`src/rtl/lpc_io_target_pkg.sv`:
```
// -----------------------------------------------------------------------------
// lpc_io_target_pkg
// Shared definitions for the LPC I/O target: the protocol FSM state encoding,
// the LAD nibble constants used on the bus, and a small helper that checks
// whether a 16-bit I/O address falls inside the claimed window.
// -----------------------------------------------------------------------------
package lpc_io_target_pkg;

   // Protocol FSM states
   typedef enum logic [3:0] {
      ST_IDLE    = 4'd0,
      ST_CYCTYPE = 4'd1,
      ST_ADDR    = 4'd2,
      ST_WDATA   = 4'd3,
      ST_TAR_H   = 4'd4,
      ST_SYNC    = 4'd5,
      ST_RDATA   = 4'd6,
      ST_TAR_T   = 4'd7,
      ST_IGNORE  = 4'd8
   } lpc_state_e;

   // LAD nibble values
   localparam logic [3:0] LAD_START  = 4'b0000;
   localparam logic [3:0] LAD_IDLE   = 4'b1111;
   localparam logic [1:0] CYC_IO     = 2'b00;
   localparam logic [3:0] CYC_IO_RD  = 4'b0000;
   localparam logic [3:0] CYC_IO_WR  = 4'b0010;
   localparam logic [3:0] SYNC_READY = 4'b0000;
   localparam logic [3:0] SYNC_LWAIT = 4'b0110;
   localparam logic [3:0] SYNC_ERR   = 4'b1010;

   // Address window test done in 17 bits so BASE+SPAN cannot wrap at 0xFFFF.
   function automatic logic addr_in_window(input logic [15:0] addr,
                                           input logic [16:0] lo,
                                           input logic [16:0] hi);
      logic [16:0] a17;
      a17 = {1'b0, addr};
      return (a17 >= lo) && (a17 < hi);
   endfunction

endpackage : lpc_io_target_pkg

```
`src/rtl/lpc_nibble_shift.sv`:
```
// -----------------------------------------------------------------------------
// lpc_nibble_shift
// 16-bit nibble shift register with a nibble count, used by the LPC target to
// collect both the address nibbles and the write-data nibbles.
//
// Ports
//   clk       in   clock (rising edge)
//   rst       in   asynchronous active-high reset
//   clear     in   synchronous clear of value and count (wins over shift_en)
//   shift_en  in   shift nib_in into the low nibble this cycle
//   nib_in    in   nibble to shift in
//   shifted   out  look-ahead value {stored[11:0], nib_in}, i.e. the contents
//                  including the nibble presented this cycle
//   count     out  number of nibbles shifted since the last clear
// -----------------------------------------------------------------------------
module lpc_nibble_shift (
   input  logic        clk,
   input  logic        rst,
   input  logic        clear,
   input  logic        shift_en,
   input  logic [3:0]  nib_in,
   output logic [15:0] shifted,
   output logic [2:0]  count
);

   logic [15:0] value_r;
   logic [2:0]  count_r;

   // Look-ahead lets the FSM decide on the last nibble in the same cycle.
   assign shifted = {value_r[11:0], nib_in};
   assign count   = count_r;

   // Shift register and nibble counter
   always_ff @(posedge clk or posedge rst) begin
      if (rst) begin
         value_r <= 16'h0000;
         count_r <= 3'd0;
      end else if (clear) begin
         value_r <= 16'h0000;
         count_r <= 3'd0;
      end else if (shift_en) begin
         value_r <= shifted;
         count_r <= (count_r == 3'd7) ? count_r : count_r + 3'd1;
      end else begin
         value_r <= value_r;
         count_r <= count_r;
      end
   end

endmodule : lpc_nibble_shift

```
`src/rtl/lpc_io_target.sv`:
```
// -----------------------------------------------------------------------------
// lpc_io_target
// LPC bus I/O target that claims ADDR_SPAN consecutive I/O ports starting at
// BASE_ADDR and bridges them to a simple UART-style register interface.
// Long-wait SYNC is inserted while the register file is not ready; after
// MAX_WAIT long-wait cycles an error SYNC is returned instead.
//
// Ports
//   lpc_clk    in   LPC clock, all logic on the rising edge
//   lpc_rst    in   asynchronous active-high reset
//   lpc_ad_in  in   LAD[3:0] sampled from the bus
//   lpc_ad_out out  LAD[3:0] driven by this target (registered)
//   lpc_ad_oe  out  output enable for lpc_ad_out (registered)
//   lpc_frame  in   LFRAME#, active low
//   reg_addr   out  register offset, address bits [2:0]
//   reg_wdata  out  register write data
//   reg_wr     out  one-cycle write strobe (first TAR cycle)
//   reg_rd     out  one-cycle read strobe (first TAR cycle)
//   reg_rdata  in   register read data, valid while reg_ready is high
//   reg_ready  in   register access complete
// -----------------------------------------------------------------------------
module lpc_io_target
   import lpc_io_target_pkg::*;
#(
   parameter logic [15:0] BASE_ADDR = 16'h03F8,
   parameter int          ADDR_SPAN = 8,
   parameter int          MAX_WAIT  = 8
) (
   input  logic       lpc_clk,
   input  logic       lpc_rst,
   input  logic [3:0] lpc_ad_in,
   output logic [3:0] lpc_ad_out,
   output logic       lpc_ad_oe,
   input  logic       lpc_frame,
   output logic [2:0] reg_addr,
   output logic [7:0] reg_wdata,
   output logic       reg_wr,
   output logic       reg_rd,
   input  logic [7:0] reg_rdata,
   input  logic       reg_ready
);

   localparam int          WAIT_W  = (MAX_WAIT < 1) ? 1 : $clog2(MAX_WAIT + 1);
   localparam logic [16:0] ADDR_LO = {1'b0, BASE_ADDR};
   localparam logic [16:0] ADDR_HI = {1'b0, BASE_ADDR} + 17'(ADDR_SPAN);

   lpc_state_e        state_r,     state_s;
   logic              dir_wr_r,    dir_wr_s;
   logic              phase_r,     phase_s;
   logic [WAIT_W-1:0] wait_cnt_r,  wait_cnt_s;
   logic [7:0]        rdata_r,     rdata_s;
   logic [3:0]        ad_out_r,    ad_out_s;
   logic              ad_oe_r,     ad_oe_s;
   logic              reg_wr_r,    reg_wr_s;
   logic              reg_rd_r,    reg_rd_s;
   logic [2:0]        reg_addr_r,  reg_addr_s;
   logic [7:0]        reg_wdata_r, reg_wdata_s;

   logic              sh_clear_s;
   logic              sh_shift_s;
   logic [15:0]       sh_shifted_s;
   logic [2:0]        sh_count_s;
   logic              addr_hit_s;

   lpc_nibble_shift u_shift (
      .clk      (lpc_clk),
      .rst      (lpc_rst),
      .clear    (sh_clear_s),
      .shift_en (sh_shift_s),
      .nib_in   (lpc_ad_in),
      .shifted  (sh_shifted_s),
      .count    (sh_count_s)
   );

   assign addr_hit_s = addr_in_window(sh_shifted_s, ADDR_LO, ADDR_HI);

   assign lpc_ad_out = ad_out_r;
   assign lpc_ad_oe  = ad_oe_r;
   assign reg_addr   = reg_addr_r;
   assign reg_wdata  = reg_wdata_r;
   assign reg_wr     = reg_wr_r;
   assign reg_rd     = reg_rd_r;

   // Next-state and next-output logic; outputs are computed for the cycle
   // after the edge, so SYNC reflects reg_ready as sampled at that edge.
   always_comb begin
      state_s     = state_r;
      dir_wr_s    = dir_wr_r;
      phase_s     = 1'b0;
      wait_cnt_s  = wait_cnt_r;
      rdata_s     = rdata_r;
      ad_out_s    = LAD_IDLE;
      ad_oe_s     = 1'b0;
      reg_wr_s    = 1'b0;
      reg_rd_s    = 1'b0;
      reg_addr_s  = reg_addr_r;
      reg_wdata_s = reg_wdata_r;
      sh_clear_s  = 1'b0;
      sh_shift_s  = 1'b0;

      if (!lpc_frame) begin
         // LFRAME# asserted: new START or abort, from any state
         sh_clear_s = 1'b1;
         wait_cnt_s = '0;
         if (lpc_ad_in == LAD_START) begin
            state_s = ST_CYCTYPE;
         end else begin
            state_s = ST_IDLE;
         end
      end else begin
         case (state_r)
            ST_IDLE: begin
               state_s = ST_IDLE;
            end

            ST_CYCTYPE: begin
               if (lpc_ad_in[3:2] == CYC_IO) begin
                  dir_wr_s = lpc_ad_in[1];
                  state_s  = ST_ADDR;
               end else begin
                  state_s = ST_IGNORE;
               end
            end

            ST_ADDR: begin
               sh_shift_s = 1'b1;
               if (sh_count_s == 3'd3) begin
                  // Fourth nibble: decide claim; shifter is reused for data
                  sh_clear_s = 1'b1;
                  if (addr_hit_s) begin
                     reg_addr_s = sh_shifted_s[2:0];
                     if (dir_wr_r) begin
                        state_s = ST_WDATA;
                     end else begin
                        reg_rd_s = 1'b1;
                        state_s  = ST_TAR_H;
                     end
                  end else begin
                     state_s = ST_IGNORE;
                  end
               end else begin
                  state_s = ST_ADDR;
               end
            end

            ST_WDATA: begin
               sh_shift_s = 1'b1;
               if (sh_count_s == 3'd1) begin
                  // Data arrives low nibble first, so the byte is swapped
                  sh_clear_s  = 1'b1;
                  reg_wdata_s = {sh_shifted_s[3:0], sh_shifted_s[7:4]};
                  reg_wr_s    = 1'b1;
                  state_s     = ST_TAR_H;
               end else begin
                  state_s = ST_WDATA;
               end
            end

            ST_TAR_H: begin
               if (!phase_r) begin
                  phase_s = 1'b1;
                  state_s = ST_TAR_H;
               end else begin
                  state_s    = ST_SYNC;
                  ad_oe_s    = 1'b1;
                  wait_cnt_s = '0;
                  if (reg_ready) begin
                     ad_out_s = SYNC_READY;
                     rdata_s  = reg_rdata;
                  end else begin
                     ad_out_s   = SYNC_LWAIT;
                     wait_cnt_s = WAIT_W'(1);
                  end
               end
            end

            ST_SYNC: begin
               // The SYNC code currently on the bus tells which phase we are in
               ad_oe_s = 1'b1;
               if (ad_out_r == SYNC_READY) begin
                  if (dir_wr_r) begin
                     state_s = ST_TAR_T;
                  end else begin
                     ad_out_s = rdata_r[3:0];
                     state_s  = ST_RDATA;
                  end
               end else if (ad_out_r == SYNC_ERR) begin
                  state_s = ST_TAR_T;
               end else begin
                  state_s = ST_SYNC;
                  if (reg_ready) begin
                     ad_out_s = SYNC_READY;
                     rdata_s  = reg_rdata;
                  end else if (wait_cnt_r == WAIT_W'(MAX_WAIT)) begin
                     ad_out_s = SYNC_ERR;
                  end else begin
                     ad_out_s   = SYNC_LWAIT;
                     wait_cnt_s = wait_cnt_r + WAIT_W'(1);
                  end
               end
            end

            ST_RDATA: begin
               ad_oe_s = 1'b1;
               if (!phase_r) begin
                  phase_s  = 1'b1;
                  ad_out_s = rdata_r[7:4];
                  state_s  = ST_RDATA;
               end else begin
                  state_s = ST_TAR_T;
               end
            end

            ST_TAR_T: begin
               wait_cnt_s = '0;
               if (!phase_r) begin
                  phase_s = 1'b1;
                  state_s = ST_TAR_T;
               end else begin
                  state_s = ST_IDLE;
               end
            end

            ST_IGNORE: begin
               state_s = ST_IGNORE;
            end

            default: begin
               state_s = ST_IDLE;
            end
         endcase
      end
   end

   // State and registered outputs; reset releases the bus asynchronously
   always_ff @(posedge lpc_clk or posedge lpc_rst) begin
      if (lpc_rst) begin
         state_r     <= ST_IDLE;
         dir_wr_r    <= 1'b0;
         phase_r     <= 1'b0;
         wait_cnt_r  <= '0;
         rdata_r     <= 8'h00;
         ad_out_r    <= LAD_IDLE;
         ad_oe_r     <= 1'b0;
         reg_wr_r    <= 1'b0;
         reg_rd_r    <= 1'b0;
         reg_addr_r  <= 3'd0;
         reg_wdata_r <= 8'h00;
      end else begin
         state_r     <= state_s;
         dir_wr_r    <= dir_wr_s;
         phase_r     <= phase_s;
         wait_cnt_r  <= wait_cnt_s;
         rdata_r     <= rdata_s;
         ad_out_r    <= ad_out_s;
         ad_oe_r     <= ad_oe_s;
         reg_wr_r    <= reg_wr_s;
         reg_rd_r    <= reg_rd_s;
         reg_addr_r  <= reg_addr_s;
         reg_wdata_r <= reg_wdata_s;
      end
   end

endmodule : lpc_io_target

```
`config.mk`:
```
export PLATFORM = sky130hd
export DESIGN_NAME = lpc_io_target
export DESIGN_NICKNAME = d
export VERILOG_FILES = /design/src/rtl/lpc_io_target_pkg.sv /design/src/rtl/lpc_nibble_shift.sv /design/src/rtl/lpc_io_target.sv
export SDC_FILE = /design/constraint.sdc
export NUM_CORES = 1
export LEC_CHECK = 0
export ABC_AREA = 1
export CAP_MARGIN = 5
export CELL_PAD_IN_SITES_DETAIL_PLACEMENT = 1
export CELL_PAD_IN_SITES_GLOBAL_PLACEMENT = 2
export CORE_MARGIN = 5
export CORE_UTILIZATION = 33
export DETAILED_ROUTE_END_ITERATION = 10
export DONT_BUFFER_PORTS = 1
export PLACE_DENSITY = 0.73
export SETUP_SLACK_MARGIN = 0.15
export SLEW_MARGIN = 20
export SYNTH_ARGS = -nofsm -noshare
export SYNTH_HDL_FRONTEND = slang
export SYNTH_SLANG_ARGS = --single-unit
export TNS_END_PERCENT = 5
```
`constraint.sdc`:
```
create_clock -name lpc_clk -period 1.5 [get_ports lpc_clk]
set_input_delay 0 -clock lpc_clk [delete_from_list [all_inputs] [get_ports lpc_clk]]
set_output_delay 0 -clock lpc_clk [all_outputs]
set_load 0.005 [all_outputs]
```
==> impl_metrics.xml <==
<?xml version="1.0" encoding="UTF-8"?>
<metrics>
  <group name="synthesis">
    <metric name="fraction_of_the_mapped_netlist_area_in_compound_gates" unit="%">9.76</metric>
    <metric name="syn_nets" unit="">350</metric>
    <metric name="synth.ff_latch_count" unit="">51</metric>
    <metric name="dominant_combinational_cell_family_by_area_after_synthesis" unit="">simple AND/OR/NAND/NOR gates</metric>
    <metric name="muxShareOfSynthArea" unit="%">0</metric>
    <metric name="cell_with_the_most_instances_after_synthesis" unit="">sky130_fd_sc_hd__nand2_1</metric>
    <metric name="synth_top_area_cells" unit="">sky130_fd_sc_hd__dfrtp_1 (45%), sky130_fd_sc_hd__nand2_1 (14%), sky130_fd_sc_hd__nand3_1 (7.0%)</metric>
    <metric name="library_cell_occupying_the_most_area_in_the_post_synthesis_netlist" unit="">sky130_fd_sc_hd__dfrtp_1</metric>
    <metric name="synth_largest_type_area_fraction" unit="%">45.4</metric>
    <metric name="synthesis.instances" unit="">328</metric>
    <metric name="arithmetic_cell_share_of_the_synthesized_area_counting_full_adders_half_adders_and_majority_gates" unit="%">2.90</metric>
    <metric name="ys.warnings.count" unit="">0</metric>
    <metric name="parity_gate_share_of_the_synthesized_area_counting_xor_and_xnor_cells" unit="%">0.338</metric>
    <metric name="syn-cell-area" unit="um2">2590</metric>
    <metric name="share_of_synthesized_area_occupied_by_flip_flops_and_latches" unit="%">49.5</metric>
    <metric name="dominantRegCellSynth" unit="">sky130_fd_sc_hd__dfrtp_1</metric>
    <metric name="yosys.cell_types.count" unit="">32</metric>
    <metric name="netlist_top_cells_count" unit="">sky130_fd_sc_hd__nand2_1 (97), sky130_fd_sc_hd__dfrtp_1 (47), sky130_fd_sc_hd__nand3_1 (36), sky130_fd_sc_hd__inv_1 (33), sky130_fd_sc_hd__nor2_1 (29)</metric>
    <metric name="synth-edff-count" unit="">0</metric>
    <metric name="synth_async_sr_flop_share" unit="%">100</metric>
    <metric name="synth_area_per_cell" unit="um2">7.90</metric>
    <metric name="post_synth_and_or_nand_nor_area_fraction" unit="%">30.5</metric>
  </group>
  <group name="sta">
    <metric name="min_period_over_period" unit="%">102</metric>
    <metric name="maximum_frequency_from_static_timing_analysis" unit="MHz">654</metric>
    <metric name="fin_worst_skew" unit="ns">0.0113</metric>
    <metric name="slew_of_the_pin_with_the_lowest_slew_margin" unit="ns">0.395</metric>
    <metric name="setup_viol_count_final" unit="">16</metric>
    <metric name="final.min_clock_period" unit="ns">1.53</metric>
    <metric name="holdWs" unit="ns">-0.192</metric>
    <metric name="report.final.slew_viol_count" unit="">0</metric>
    <metric name="grt_setup_unrepaired" unit="">yes</metric>
    <metric name="hold_viol_final" unit="">15</metric>
    <metric name="worst_slew_margin_rel" unit="%">73.7</metric>
    <metric name="timing.final.ws_setup" unit="ns">-0.0281</metric>
  </group>
  <group name="die">
    <metric name="die_boundary_width" unit="um">98.6</metric>
    <metric name="core_area" unit="um2">7690</metric>
    <metric name="initial_core_util" unit="%">33.7</metric>
    <metric name="die_height" unit="um">98.6</metric>
    <metric name="floorplan.io_pins" unit="">34</metric>
    <metric name="die_area" unit="um2">9720</metric>
    <metric name="floorplan.rows" unit="">32</metric>
  </group>
  <group name="placed_design">
    <metric name="place_hpwl" unit="um">5360</metric>
    <metric name="detailed_place.area" unit="um2">2980</metric>
    <metric name="port_buffers" unit="">0</metric>
    <metric name="gp_congestion" unit="">0.751</metric>
  </group>
  <group name="clock_network">
    <metric name="clock_sink_count" unit="">51</metric>
    <metric name="clock_path_buffers" unit="">2</metric>
    <metric name="path_clk_slew" unit="ns">0.10</metric>
    <metric name="clock_latency" unit="ns">0.31</metric>
    <metric name="cts_root_buffer" unit="">sky130_fd_sc_hd__clkbuf_8</metric>
    <metric name="cts-buffers-inserted" unit="">5</metric>
    <metric name="cts-htree-levels" unit="">2</metric>
    <metric name="cts_tree" unit="">built</metric>
    <metric name="cts_hold_repair.buffers" unit="">17</metric>
  </group>
  <group name="global_routing">
    <metric name="grt_start_max_net_pins" unit="">31</metric>
    <metric name="antenna_violations_before_repair" unit="">0</metric>
    <metric name="grt_pass1_vias" unit="">2617</metric>
    <metric name="grt.overflow.total" unit="">0</metric>
    <metric name="grt_util_all_layers" unit="%">16.3</metric>
    <metric name="grt_pass1_wl" unit="um">13000</metric>
  </group>
  <group name="worst_setup_path">
    <metric name="crit_slowest_cell" unit="">sky130_fd_sc_hd__dfrtp_1</metric>
    <metric name="crit_type" unit="">register to register</metric>
    <metric name="path_delay_family" unit="">buffers and inverters</metric>
    <metric name="arrival" unit="ns">1.73</metric>
    <metric name="critical_path.max_stage_delay" unit="ns">0.42</metric>
    <metric name="worstPathCellList" unit="">buf_4 -&gt; inv_2 -&gt; ha_4 -&gt; nand4_4 -&gt; buf_4 -&gt; nand3b_1 -&gt; buf_4 -&gt; buf_12 -&gt; a21oi_2</metric>
    <metric name="worst-endpoint-required" unit="ns">1.70</metric>
    <metric name="setup.worst_path.end_class" unit="">register</metric>
    <metric name="cp_max_fo" unit="">8</metric>
    <metric name="timing.critical_path.mode_cell" unit="">sky130_fd_sc_hd__buf_4</metric>
    <metric name="critPathLaunchType" unit="">register</metric>
    <metric name="path_buf_inv" unit="">5</metric>
  </group>
  <group name="cells_and_area">
    <metric name="area_growth" unit="%">36.1</metric>
    <metric name="fill_cells" unit="">945</metric>
    <metric name="post_route_cells_drive_above_1_share" unit="%">32.8</metric>
    <metric name="layout.cell_area.non_filler" unit="um2">3520</metric>
    <metric name="layout.nets" unit="">408</metric>
    <metric name="n_antenna_cell" unit="">0</metric>
  </group>
  <group name="power">
    <metric name="ir_worst_vdd" unit="V">0.000267</metric>
    <metric name="cellPowerDensity" unit="nW/um2">696</metric>
    <metric name="cellLeakagePower" unit="nW">1.64</metric>
  </group>
  <group name="detailed_routing">
    <metric name="postRouteAntennaNets" unit="">0</metric>
    <metric name="drtPass1Iterations" unit="">4</metric>
    <metric name="vias_after_detailed_routing" unit="">2368</metric>
    <metric name="detail_route.drc_violations" unit="">0</metric>
    <metric name="routed_wirelength" unit="um">7570</metric>
    <metric name="vias_per_cell" unit="">4.84</metric>
    <metric name="detail_route.iter0.violations" unit="">77</metric>
    <metric name="drt-wirelength-per-cell" unit="um">15.5</metric>
  </group>
  <group name="run_status">
    <metric name="outcome" unit="">finished, violations left</metric>
    <metric name="failed_checks" unit="">hold timing, setup timing</metric>
  </group>
  <group name="job">
    <metric name="max_cap_violations" unit="">0</metric>
  </group>
  <group name="hold_path">
    <metric name="min_path_type" unit="">primary input to register</metric>
  </group>
</metrics>
power by group:
part           leakage [nW]  total (W)  switching, W  internal [W]
registers             0.689    0.00140     0.0000126       0.00139
logic                 0.906   0.000170     0.0000949     0.0000749
clock network        0.0474   0.000881      0.000503      0.000378
total                  1.64    0.00245      0.000611       0.00184
registers in the layout (all words and copies together) (netlist names):
| signal | cells |
|---|---|
| reg_addr | 3 |
| reg_rd | 1 |
| lpc_ad_out | 4 |
| reg_wdata | 8 |
| reg_wr | 1 |
| u_shift.count | 3 |
| state_r | 4 |
| lpc_ad_oe | 1 |
| rdata_r | 8 |
| wait_cnt_r | 4 |
| u_shift.value_r | 12 |
| dir_wr_r | 1 |
| phase_r | 1 |
routing by layer:
metal  up-vias  track usage [%]  wire length [um]
met2        31             28.8              3690
met4         0             3.15                49
met5         -                0                 0
li1       1166                -                 -
met3         4             2.90               252
met1      1167             21.2              3580
cell usage in the layout (no fill, tap or decap), types with 5 or more instances in the layout:
cell type / n
sky130_fd_sc_hd__or2_2: 5
sky130_fd_sc_hd__buf_4: 38
sky130_fd_sc_hd__clkbuf_8: 6
sky130_fd_sc_hd__inv_1: 22
sky130_fd_sc_hd__nor2_2: 8
sky130_fd_sc_hd__a21oi_1: 7
sky130_fd_sc_hd__a21oi_2: 14
sky130_fd_sc_hd__o21ai_0: 11
sky130_fd_sc_hd__nand2_2: 11
sky130_fd_sc_hd__nand2_1: 85
sky130_fd_sc_hd__dfrtp_1: 47
sky130_fd_sc_hd__o21ai_2: 5
sky130_fd_sc_hd__nand3_1: 29
sky130_fd_sc_hd__inv_2: 11
sky130_fd_sc_hd__nand3_2: 7
sky130_fd_sc_hd__dlygate4sd3_1: 17
sky130_fd_sc_hd__nor2_1: 22
layout make-up:
cell class	instances	area [um2]	share of cell area, %
clock buffers	6	82.6	2.34
clock inverters	2	16.3	0.461
inverters	35	134	3.80
multi-input cells	232	1330	37.6
flip-flops and latches	51	1280	36.4
well taps	102	128	3.62
repair buffers	61	557	15.8
logic make-up (layout without fill, tap and decap cells):
kind of cell | after synthesis | count (layout)
buffers and inverters | 45 | 104
adders and majority gates | 6 | 6
and+or+nand+nor | 181 | 181
DFF | 51 | 51
xor gates and xnor gates | 1 | 1
AOI/OAI and AO/OA | 44 | 44
worst register-to-register path, delay by kind of cell, from the launching register on:
family | cells | cell delay, ns
flops | 1 | 0.42
compound gates | 1 | 0.04
fa+ha+maj | 1 | 0.14
simple gates | 2 | 0.21
buf+inv | 5 | 0.60
worst paths after layout:
check | startpoint | to | slack, ns | cells past startpoint
min reg2reg | rdata_r[5] | rdata_r[5] | 0.48 | 2
max | u_shift.count[1] | u_shift.value_r[5] | -0.03 | 9
min in group asynchronous | lpc_rst | wait_cnt_r[0] | 0.17 | 3
max reg2reg | u_shift.count[1] | u_shift.value_r[5] | -0.03 | 9
max in group asynchronous | lpc_rst | u_shift.value_r[8] | 0.98 | 3
min | lpc_frame | state_r[0] | -0.19 | 2
stage by stage:
step                      setup TNS [ns]  utilization (%)  cells  worst slack, ns  total power, W
after floorplan                        0                -    328          0.00961         0.00149
after global placement           -0.0151             38.8    459          -0.0151         0.00153
after detailed placement          -0.235             38.8    459          -0.0627         0.00154
after CTS                         -0.247             44.9    488          -0.0265         0.00248
after global routing               -2.64             45.8    489           -0.120         0.00257
final                             -0.282             45.8    489          -0.0281         0.00245
timing repair:
item                       4_1_cts  5_1_grt
setup endpoints to repair       49       49
setup buffers                    3        1
gates resized for setup         54       13
hold endpoints to repair        85       15
pin swaps                       12        2
gates cloned                     1        0
Power figures use the tool's default switching activity.
